File: src/rtl/nested_int_ctrl.sv
// Vectored, nesting interrupt controller: edge-latched requests, priority select,
// EPC stack for pre-emption, and PC substitution between next-PC mux and PC register.
module nested_int_ctrl #(
    parameter int unsigned N_CH       = 4,
    parameter int unsigned NEST_DEPTH = 4,
    parameter logic [31:0] VEC_BASE   = 32'h0000_0004,
    parameter logic [31:0] VEC_STRIDE = 32'h0000_0008,
    localparam int unsigned ID_W      = ($clog2(N_CH) > 1) ? $clog2(N_CH) : 1,
    localparam int unsigned DW        = $clog2(NEST_DEPTH + 1)
) (
    input  logic            clk,
    input  logic            int_clr,
    input  logic [N_CH-1:0] irq,
    input  logic [31:0]     pc_next,
    input  logic            eret,
    input  logic            stall,
    input  logic            mask_we,
    input  logic [N_CH-1:0] mask_wdata,
    output logic [31:0]     pc,
    output logic            intr,
    output logic [ID_W-1:0] int_id,
    output logic            int_active,
    output logic [DW-1:0]   depth,
    output logic [N_CH-1:0] pending,
    output logic            eret_err
);

    // Level width must hold N_CH, which encodes "idle" (no handler running).
    localparam int unsigned LW = $clog2(N_CH + 1);

    logic [N_CH-1:0] s1_q, s2_q, s3_q;
    logic [N_CH-1:0] pend_q, pend_d, mask_q;
    logic [N_CH-1:0] rise, elig, acc_mask;
    logic [LW-1:0]   lvl_q, lvl_d;
    logic [DW-1:0]   depth_q, depth_d;
    logic [31:0]     epc_q  [NEST_DEPTH];
    logic [LW-1:0]   elvl_q [NEST_DEPTH];
    logic            eret_err_q;
    logic            take, pop;
    logic [ID_W-1:0] id;
    logic [31:0]     top_pc;
    logic [LW-1:0]   top_lvl;

    always_comb begin
        rise = s2_q & ~s3_q;
        elig = '0;
        for (int unsigned i = 0; i < N_CH; i++)
            elig[i] = pend_q[i] & mask_q[i] & (LW'(i) < lvl_q);

        // Scan from the lowest priority upward so the lowest index wins.
        id = '0;
        for (int unsigned k = 0; k < N_CH; k++)
            if (elig[N_CH-1-k]) id = ID_W'(N_CH-1-k);

        pop  = eret & (depth_q != '0);
        take = (|elig) & ~stall & ~eret & (depth_q < DW'(NEST_DEPTH));

        top_pc  = '0;
        top_lvl = '0;
        for (int unsigned k = 0; k < NEST_DEPTH; k++) begin
            if (DW'(k) == depth_q - DW'(1)) begin
                top_pc  = epc_q[k];
                top_lvl = elvl_q[k];
            end
        end

        acc_mask = '0;
        for (int unsigned i = 0; i < N_CH; i++)
            acc_mask[i] = take & (ID_W'(i) == id);
        // A new rising edge on the same edge as acceptance re-pends the channel.
        pend_d = (pend_q & ~acc_mask) | rise;

        lvl_d   = lvl_q;
        depth_d = depth_q;
        if (take) begin
            lvl_d   = LW'(id);
            depth_d = depth_q + DW'(1);
        end else if (pop) begin
            lvl_d   = top_lvl;
            depth_d = depth_q - DW'(1);
        end

        if (int_clr)   pc = '0;
        else if (pop)  pc = top_pc;
        else if (take) pc = VEC_BASE + 32'(id) * VEC_STRIDE;
        else           pc = pc_next;
    end

    always_ff @(posedge clk or posedge int_clr) begin
        if (int_clr) begin
            s1_q       <= '0;
            s2_q       <= '0;
            s3_q       <= '0;
            pend_q     <= '0;
            mask_q     <= '1;
            lvl_q      <= LW'(N_CH);
            depth_q    <= '0;
            eret_err_q <= 1'b0;
            for (int unsigned k = 0; k < NEST_DEPTH; k++) begin
                epc_q[k]  <= '0;
                elvl_q[k] <= '0;
            end
        end else begin
            s1_q    <= irq;
            s2_q    <= s1_q;
            s3_q    <= s2_q;
            pend_q  <= pend_d;
            lvl_q   <= lvl_d;
            depth_q <= depth_d;
            if (mask_we)                  mask_q     <= mask_wdata;
            if (eret && depth_q == '0)    eret_err_q <= 1'b1;
            for (int unsigned k = 0; k < NEST_DEPTH; k++) begin
                if (take && DW'(k) == depth_q) begin
                    epc_q[k]  <= pc_next;
                    elvl_q[k] <= lvl_q;
                end
            end
        end
    end

    assign intr       = take;
    assign int_id     = id;
    assign int_active = (depth_q != '0);
    assign depth      = depth_q;
    assign pending    = pend_q;
    assign eret_err   = eret_err_q;

endmodule

File: config.mk
export PLATFORM = sky130hd
export DESIGN_NAME = nested_int_ctrl
export DESIGN_NICKNAME = d
export VERILOG_FILES = /design/src/rtl/nested_int_ctrl.sv
export SDC_FILE = /design/constraint.sdc
export NUM_CORES = 1
export LEC_CHECK = 0
export CAP_MARGIN = 30
export CORE_ASPECT_RATIO = 0.75
export CORE_UTILIZATION = 44
export CTS_CLUSTER_DIAMETER = 30
export DETAILED_ROUTE_END_ITERATION = 8
export HOLD_SLACK_MARGIN = 0.05
export PLACE_DENSITY = 0.72
export RECOVER_POWER = 100
export SETUP_SLACK_MARGIN = 0.3
export SLEW_MARGIN = 25
export SYNTH_ARGS = -nofsm -noshare
export SYNTH_HDL_FRONTEND = slang
export SYNTH_SLANG_ARGS = --single-unit
File: constraint.sdc
create_clock -name clk -period 7.2 [get_ports clk]
set_input_delay 1.44 -clock clk [delete_from_list [all_inputs] [get_ports clk]]
set_output_delay 1.44 -clock clk [all_outputs]
set_load 0.01 [all_outputs]
==> results.ini, run 1 <==
[place]
placed_cells=964
place.gp.congestion=0.823
place_ws_ns=1.26
placed_cell_area_sq_um=8990
io_buffers=88
dp_hpwl_um=12100

[floorplan]
fp-row-count=42
core_area_sq_um=17700
die_y_um=118
die_w_um=157
dieArea_sq_um=18600
start_util_pct=45.0
ios=89

[yosys]
yosys.area_share.xor_xnor_pct=0.330
ys_ff_latch=167
async_flop_share_pct=100
synth_compound_area_share_pct=16.0
synth_fa_ha_area_share_pct=1.26
yosys_warnings=0
yosysSeqAreaShare_pct=52.6
synth-simple-area-share_pct=5.80
syn_nets=728
synth_top_family_by_area=multiplexers
avgSynthCellArea_sq_um=11.8
ys_types=46
syn_inst=675
synth_mux_area_share_pct=20.1
synthFlopType=dfrtp_1
netlist_area_sq_um=7950
synth_edf_count=0

[drt]
vias_per_cell=5.82
antenna_left=0
drt_iter0_markers=488
drc=0
drt-total-wl_um=19700
drt-pass1-iter-count=4
wire_per_inst_um=19.7
num_vias=5818

[global_route]
track_usage_pct=22.4
gr-total-overflow=0
grt_start_max_net_pins=75
grt_pass1_wl_um=31600
grt_pass1_vias=5940
antenna_found_initial=0

[timing]
timing.hold.ws_ns=0.351
rsz0062_at_grt=no
slew_violations=221
setup_slack_ns=0.909
slew_headroom_pct=-49.9
setup_viol=0
period_share_pct=87.4
final-hold-violation-count=0
fin_tns_setup_ns=0
worst_pin_slew_ns=2.25
max_freq_mhz=159
post-route-min-period_ns=6.29
clock-skew-final_ns=0.00676

[finish]
nets=798
fin_cells=1000
drive_gt1_share_pct=24.5
postLayoutCoreUtil_pct=54.4
area_growth_pct=20.7
diodes=0
final_cell_area_sq_um=9600

[outcome]
status=finished, violations left
violations=max-capacitance violations, max-slew violations

[pwr]
p_int_mw=2.26
power.switching_mw=1.27
p_per_area_nw_per_um2=368
ir_drop_uv=189
finalPower_mw=3.53
power_leakage_nw=4.29
combPwrFrac_pct=37.3
switching_share_pct=35.9
p_clk_share_pct=25.9
pwr-share-seq_pct=36.8

[clock_tree]
clkSlewWorstSetupHoldPaths_ns=0.06
cts_sinks=167
ctsHoldBuffers=0
ctsResizeCount=0
cts_root_buf=clkbuf_16
cts_buffers=17
post-cts-setup-buffer-count=0
insertion_delay_ns=0.43
tritoncts=done
clockBufferDepth=2
cts-htree-levels=4

[critical_path]
crit_arrival_ns=4.85
cp.required_ns=5.76
r2r_setup_slack_ns=2.98
endpoint_kind=output pin
crit_fanout=12
startpoint_type=primary input
worstSetupPathType=primary input to output pin

[flow_run]
cap_violations=6

[worst_hold_path]
hold_class=flip-flop to flip-flop

-- layer usage --
layer,vias to the layer above,track usage (%),part of all wire [%]
met3,19,6.12,7.3
met5,-,0,0
met1,2963,30.6,44
met4,0,7.28,1.5
met2,246,34.3,47
li1,2590,-,-
-- flip-flops by register name, summed over array words and instances (netlist names) --
name,cells
depth,3
elvl_q,12
epc_q,128
eret_err,1
lvl_q,3
mask_q,4
pending,4
s1_q,4
s2_q,4
s3_q,4
-- power by group through the flow --
stage | clock [mW] | combinational [mW] | sequential [mW]
finish | 0.916 | 1.32 | 1.30
global placement | 0 | 1.26 | 1.29
detailed placement | 0 | 1.29 | 1.31
floorplan | 0 | 0.879 | 1.26
CTS | 0.939 | 1.30 | 1.30
global route | 0.978 | 1.42 | 1.33
-- logic make-up (layout without fill, tap and decap cells) --
logic type      after synthesis  count (layout)
buf+inv                      64             147
flops                       167             167
fa+ha+maj                     8               8
xor+xnor                      3               3
compound gates              193             193
mux                         142             142
simple gates                 98              98
-- path summary, 6_finish.rpt --
check                           startpoint    endpoint  depth (start not counted)
worst max-delay path                  eret      pc[13]                          9
worst min-delay path               s1_q[3]     s2_q[3]                          0
worst max register to register    lvl_q[0]  epc_q[127]                          6
worst min register to register     s1_q[3]     s2_q[3]                          0
max in group asynchronous          int_clr   epc_q[90]                          4
min in group asynchronous          int_clr    depth[0]                          2
-- layout by cell type, fill, tap and decap left out, types with 2 or more instances in the layout --
cell             synthesis  routed
dfrtp_1                162     162
mux2_2                 133     132
a21oi_1                 63      63
clkdlybuf4s50_1          0      50
o21ai_0                 47      48
nand2_1                 38      42
dlygate4sd3_1            0      38
nor2_1                  31      30
o2bb2ai_1               30      30
o22a_1                  29      29
clkbuf_16                0      17
inv_1                   13      12
mux2_1                   9      10
nor3_1                   7       7
nor2b_1                  7       7
ha_1                     8       7
buf_4                   13       6
a221oi_1                 5       5
clkbuf_1                30       5
dfstp_2                  5       5
a22oi_1                  4       4
clkbuf_8                 0       4
o31ai_1                  3       3
clkinv_2                 0       3
nand3_1                  2       2
xnor2_1                  2       2
or2_2                    2       2
clkinv_4                 0       2
inv_6                    0       2
bufinv_16                0       2
buf_16                   0       2
-- critical path, cell delays in order --
cell and delay, ns:
dlygate4sd3_1 0.75, nor3_1 0.11, o21ai_0 0.48, inv_4 0.15
nor3_4 0.45, buf_6 0.25, clkbuf_1 0.46, o2bb2ai_1 0.18
clkdlybuf4s50_1 0.55
-- synthesized netlist by cell type, types with 8 or more instances --
cell | count | area share [%]
o21ai_0 | 47 | 3.0
dfrtp_1 | 162 | 51
a21oi_1 | 63 | 4.0
mux2_1 | 9 | 1.3
nand2_1 | 38 | 1.8
mux2_2 | 133 | 19
ha_1 | 8 | 1.3
clkbuf_1 | 30 | 1.4
o22a_1 | 29 | 3.2
nor2_1 | 31 | 1.5
inv_1 | 13 | 0.61
o2bb2ai_1 | 30 | 3.3
buf_4 | 13 | 1.2
-- cell type report --
cell class | count | area [sq um]
tap | 242 | 303
multi-input combinational | 444 | 3450
timing repair buffer | 101 | 1010
fill | 1513 | 8050
clock inverter | 10 | 118
sequential | 167 | 4190
inverter | 14 | 56.3
clock buffer | 22 | 484
Note: power is estimated with default switching activity, not from simulation.
==> inputs of run 2 (changes only) <==
==> constraint.sdc (replaced) <==
create_clock -name clk -period 5.5 [get_ports clk]
set_input_delay 1.1 -clock clk [delete_from_list [all_inputs] [get_ports clk]]
set_output_delay 1.1 -clock clk [all_outputs]
set_load 0.01 [all_outputs]
==> run 2 against run 1 <==
The run still ends with max-capacitance violations, max-slew violations left; first-iteration DRC count grew 7.6%; sequential share of layout area grew 0.31 points; design area shrank 0.70%; via count shrank 1.4%; cell count shrank 0.10%; routed wire length shrank 0.57%; hold slack lost 0.0019 ns; largest cell class unchanged.
==> results.ini, run 2 (synthesis gave the netlist of run 1 again) <==
[clock_tree]
cts-htree-levels=4
tritoncts=done
cts_buffers=17
cts_sinks=167
clockBufferDepth=2
clkSlewWorstSetupHoldPaths_ns=0.07
post-cts-setup-buffer-count=0
ctsHoldBuffers=0
cts_root_buf=clkbuf_16
insertion_delay_ns=0.43
ctsResizeCount=0

[finish]
diodes=0
largest_register_ffs=128
final_cell_mix=dfrtp_1 (162), mux2_2 (133), a21oi_1 (63)
area_growth_pct=19.9
final_cell_area_sq_um=9540
top_register=epc_q
n_fill_cell=1547
final_common_cell=dfrtp_1
area.sequential_sq_um=4190
multiInputGateArea_sq_um=3440
drive_gt1_share_pct=24.8
nets=797
reg_top3=epc_q: 128 flops, elvl_q: 12 flops

[drt]
antenna_left=0
drc=0
wire_per_inst_um=19.6
vias_per_cell=5.74
drt-pass1-iter-count=5
drt_iter0_markers=525
drt-total-wl_um=19500
num_vias=5738

[floorplan]
core_area_sq_um=17700
die_y_um=118
die_w_um=157
start_util_pct=45.0
fp-row-count=42
dieArea_sq_um=18600
ios=89

[critical_path]
startpoint_type=flip-flop
endpoint_kind=output pin
path_cells=o311a_1 > nand2b_1 > o21ai_0 > inv_4 > nor3_4 > clkbuf_2 > o2bb2ai_1 > clkdlybuf4s50_1
crit_arrival_ns=4.03
critPathSlowestCell=o21ai_0
max_stage_delay_ns=0.90
crit_fanout=18
cp.required_ns=4.40
worstSetupPathType=flip-flop to output pin

[place]
dp_hpwl_um=12100
io_buffers=88
place.gp.congestion=0.886
placed_cell_area_sq_um=9010

[timing]
rsz0062_at_grt=no
timing.hold.ws_ns=0.349
clock-skew-final_ns=0.00862
setup_viol=0
final-hold-violation-count=0
max_freq_mhz=195
slew_headroom_pct=-50.4
worst_pin_slew_ns=2.26
period_share_pct=93.3
fin_tns_setup_ns=0
post-route-min-period_ns=5.13
slew_violations=253

[global_route]
gr-total-overflow=0
grt_pass1_wl_um=31400
track_usage_pct=22.1
grt_start_max_net_pins=65
antenna_found_initial=0
grt_pass1_vias=5835

[outcome]
status=finished, violations left
violations=max-capacitance violations, max-slew violations

[pwr]
switching_share_pct=36.5
p_int_mw=2.90
p_per_area_nw_per_um2=479
power_leakage_nw=4.25
combPwrFrac_pct=36.6
ir_drop_uv=256
pwr-share-seq_pct=37.2
power.switching_mw=1.67
p_clk_share_pct=26.2

[flow_run]
cap_violations=6

[worst_hold_path]
hold_class=flip-flop to flip-flop

[run 2: cell count changes in the layout (fill, tap and decap cells not counted), moves of 3 or more]
cell / delta
clkbuf_2: +3
clkbuf_1: -3
clkbuf_8: -3
dlygate4sd3_1: -6
clkdlybuf4s50_1: +6
[run 2: power groups by stage]
stage | clock network, mW | logic [mW] | registers [mW]
6_report | 1.20 | 1.67 | 1.70
2_1_floorplan | 0 | 1.15 | 1.65
4_1_cts | 1.21 | 1.72 | 1.70
5_1_grt | 1.27 | 1.81 | 1.74
3_3_place_gp | 0 | 1.66 | 1.70
3_5_place_dp | 0 | 1.70 | 1.72
[run 2: final timing paths]
path	startpoint	to	slack, ns	cells after the start
max	lvl_q[1]	pc[15]	0.37	8
min	s1_q[3]	s2_q[3]	0.35	0
max reg2reg	lvl_q[1]	epc_q[59]	1.32	6
min reg2reg	s1_q[3]	s2_q[3]	0.35	0
max in group asynchronous	int_clr	epc_q[26]	1.37	4
min in group asynchronous	int_clr	epc_q[67]	1.29	2
[run 2: worst max-delay path: cells and delay by family (launching register included)]
| family | cells | cell delay (ns) |
|---|---|---|
| compound gates | 3 | 1.49 |
| buf+inv | 3 | 1.16 |
| flops | 1 | 0.48 |
| simple gates | 2 | 0.45 |
[run 2: per-layer routing]
layer / global-route usage, % / wire length, um / up-vias
met5: 0 / 0 / -
met2: 33.8 / 9060 / 177
met4: 5.58 / 162 / 0
li1: - / - / 2597
met3: 4.95 / 1180 / 14
met1: 31.7 / 9140 / 2950
[run 2: area by class of cell]
type / count / share of cell area [%]
multi-input cells: 444 / 36.1
repair buffers: 100 / 10.1
inverters: 14 / 0.590
flip-flops and latches: 167 / 43.9
clock buffers: 19 / 4.65
well taps: 242 / 3.18
clock inverters: 13 / 1.54
[run 2: through the flow]
step           total power [mW]  worst slack [ns]  util [%]  instances
3_5_place_dp               3.42             0.739      51.0        967
3_3_place_gp               3.36             0.733      51.0        967
6_report                   4.57             0.369      54.0        999
4_1_cts                    4.63             0.585      54.4        999
5_1_grt                    4.82             0.187      54.0        999
2_1_floorplan              2.80             0.549         -        675
==> inputs of run 3 (changes only) <==
--- a/config.mk
+++ b/config.mk
@@ -13,7 +13,6 @@
 export HOLD_SLACK_MARGIN = 0.05
 export PLACE_DENSITY = 0.72
 export RECOVER_POWER = 100
-export SETUP_SLACK_MARGIN = 0.3
 export SLEW_MARGIN = 25
 export SYNTH_ARGS = -nofsm -noshare
 export SYNTH_HDL_FRONTEND = slang
==> constraint.sdc (replaced) <==
create_clock -name clk -period 5.5 [get_ports clk]
set_input_delay 1.375 -clock clk [delete_from_list [all_inputs] [get_ports clk]]
set_output_delay 1.375 -clock clk [all_outputs]
set_load 0.01 [all_outputs]
==> run 3 against run 2 <==
The run still ends with max-capacitance violations, max-slew violations left; design area is 0.39% higher; maximum frequency is 4.6% lower; first-iteration DRC count is 41% lower; clock power hardly changed; hold slack better by 0.0018 ns; combinational power hardly changed; die area stayed put; critical path type is now primary input to output pin; highest routed layer unchanged.
==> results.ini, run 3 (synthesis gave the netlist of run 1 again) <==
[pwr]
pwr-share-seq_pct=36.9
p_per_area_nw_per_um2=482
power.switching_mw=1.66
switching_share_pct=36.1
p_clk_share_pct=26.4
combPwrFrac_pct=36.7
ir_drop_uv=221
p_int_mw=2.95
power_leakage_nw=4.31

[global_route]
gr-total-overflow=0
grt_pass1_wl_um=32500
track_usage_pct=23.0
grt_pass1_vias=6152
antenna_found_initial=0
grt_start_max_net_pins=58

[floorplan]
die_y_um=118
start_util_pct=45.0
core_area_sq_um=17700
die_w_um=157
fp-row-count=42
dieArea_sq_um=18600
ios=89

[critical_path]
startpoint_type=primary input
endpoint_kind=output pin
crit_arrival_ns=4.00
r2r_setup_slack_ns=1.70
r2r_cells=5
cp.required_ns=4.12
crit_fanout=18
worstSetupPathType=primary input to output pin

[finish]
top_register=epc_q
final_common_cell=dfrtp_1
reg_top3=epc_q: 128 flops, elvl_q: 12 flops
postLayoutCoreUtil_pct=54.2
fin_cells=1000
final_cell_mix=dfrtp_1 (162), mux2_2 (133), a21oi_1 (63)
drive_gt1_share_pct=24.5
nets=798
largest_register_ffs=128
diodes=0
area_growth_pct=20.4

[clock_tree]
tritoncts=done
ctsHoldBuffers=0
clkSlewWorstSetupHoldPaths_ns=0.06
clockBufferDepth=2
insertion_delay_ns=0.43
cts_buffers=17
cts_root_buf=clkbuf_16
cts-htree-levels=4
ctsResizeCount=0
cts_sinks=167
post-cts-setup-buffer-count=0

[drt]
num_vias=5776
antenna_left=0
drt-pass1-iter-count=5
drc=0
wire_per_inst_um=20.2
drt_iter0_markers=308
drt-total-wl_um=20200
vias_per_cell=5.78

[place]
place_ws_ns=0.196
place.gp.congestion=0.883
dp_hpwl_um=12700
placed_cells=968
io_buffers=88

[timing]
post-route-min-period_ns=5.38
slew_headroom_pct=-21.9
clock-skew-final_ns=0.00956
worst_pin_slew_ns=1.82
period_share_pct=97.8
timing.hold.ws_ns=0.351
slew_violations=144
rsz0062_at_grt=no
setup_viol=0
final-hold-violation-count=0
max_freq_mhz=186
setup_slack_ns=0.122

[outcome]
violations=max-capacitance violations, max-slew violations
status=finished, violations left

[worst_hold_path]
hold_class=flip-flop to flip-flop
whs_path_depth=0

[flow_run]
cap_violations=4

==> run 3: changes by cell type in the layout (fill, tap and decap cells not counted), sizes merged <==
cell	change
clkinv	-2
bufinv	+1
dlygate4sd3	+14
clkbuf	+4
inv	-3
dlymetal6s4s	+1
clkdlybuf4s50	-14
==> run 3: layer usage <==
metal	wire (um)	part of all wire, %	GRT usage (%)	up-vias
li1	-	-	-	2596
met1	9100	45	30.7	2965
met4	243	1.2	6.92	0
met3	1400	7.0	6.97	26
met5	0	0	0	-
met2	9430	47	35.8	189
==> run 3: path summary, 6_finish.rpt <==
path / start / end
hold reg to reg: s1_q[0] / s2_q[0]
min in group asynchronous: int_clr / lvl_q[0]
setup reg to reg: depth[0] / elvl_q[4]
setup / recovery: eret / pc[15]
max in group asynchronous: int_clr / epc_q[43]
hold / removal: s1_q[0] / s2_q[0]
==> run 3: cell type report <==
cell class	count	area, sq um
clock buffers	23	468
flip-flops and latches	167	4190
well taps	242	303
repair buffers	101	975
inverters	14	56.3
clock inverters	9	125
fillers	1489	8080
multi-input cells	444	3460
==> run 3: power by group through the flow <==
stage	clock [mW]	sequential [mW]	combinational, mW
2_1_floorplan	0	1.65	1.15
3_3_place_gp	0	1.69	1.68
3_5_place_dp	0	1.72	1.72
4_1_cts	1.24	1.70	1.74
5_1_grt	1.28	1.74	1.83
6_report	1.22	1.70	1.69
==> run 3: per-stage QoR <==
stage,power [mW],setup TNS (ns),area [sq um]
final,4.61,0,9570
after global routing,4.85,0,9570
after CTS,4.68,0,9620
after detailed placement,3.44,0,9030
after global placement,3.37,0,9010
after floorplan,2.80,-0.00101,7960
==> run 3: critical path, stage by stage <==
cell and delay, ns:
clkdlybuf4s50_1 0.60, nor3_1 0.45, o21ai_4 0.18, inv_4 0.15
nor3_4 0.06, clkbuf_2 0.32, o2bb2ai_1 0.23, dlygate4sd3_1 0.62
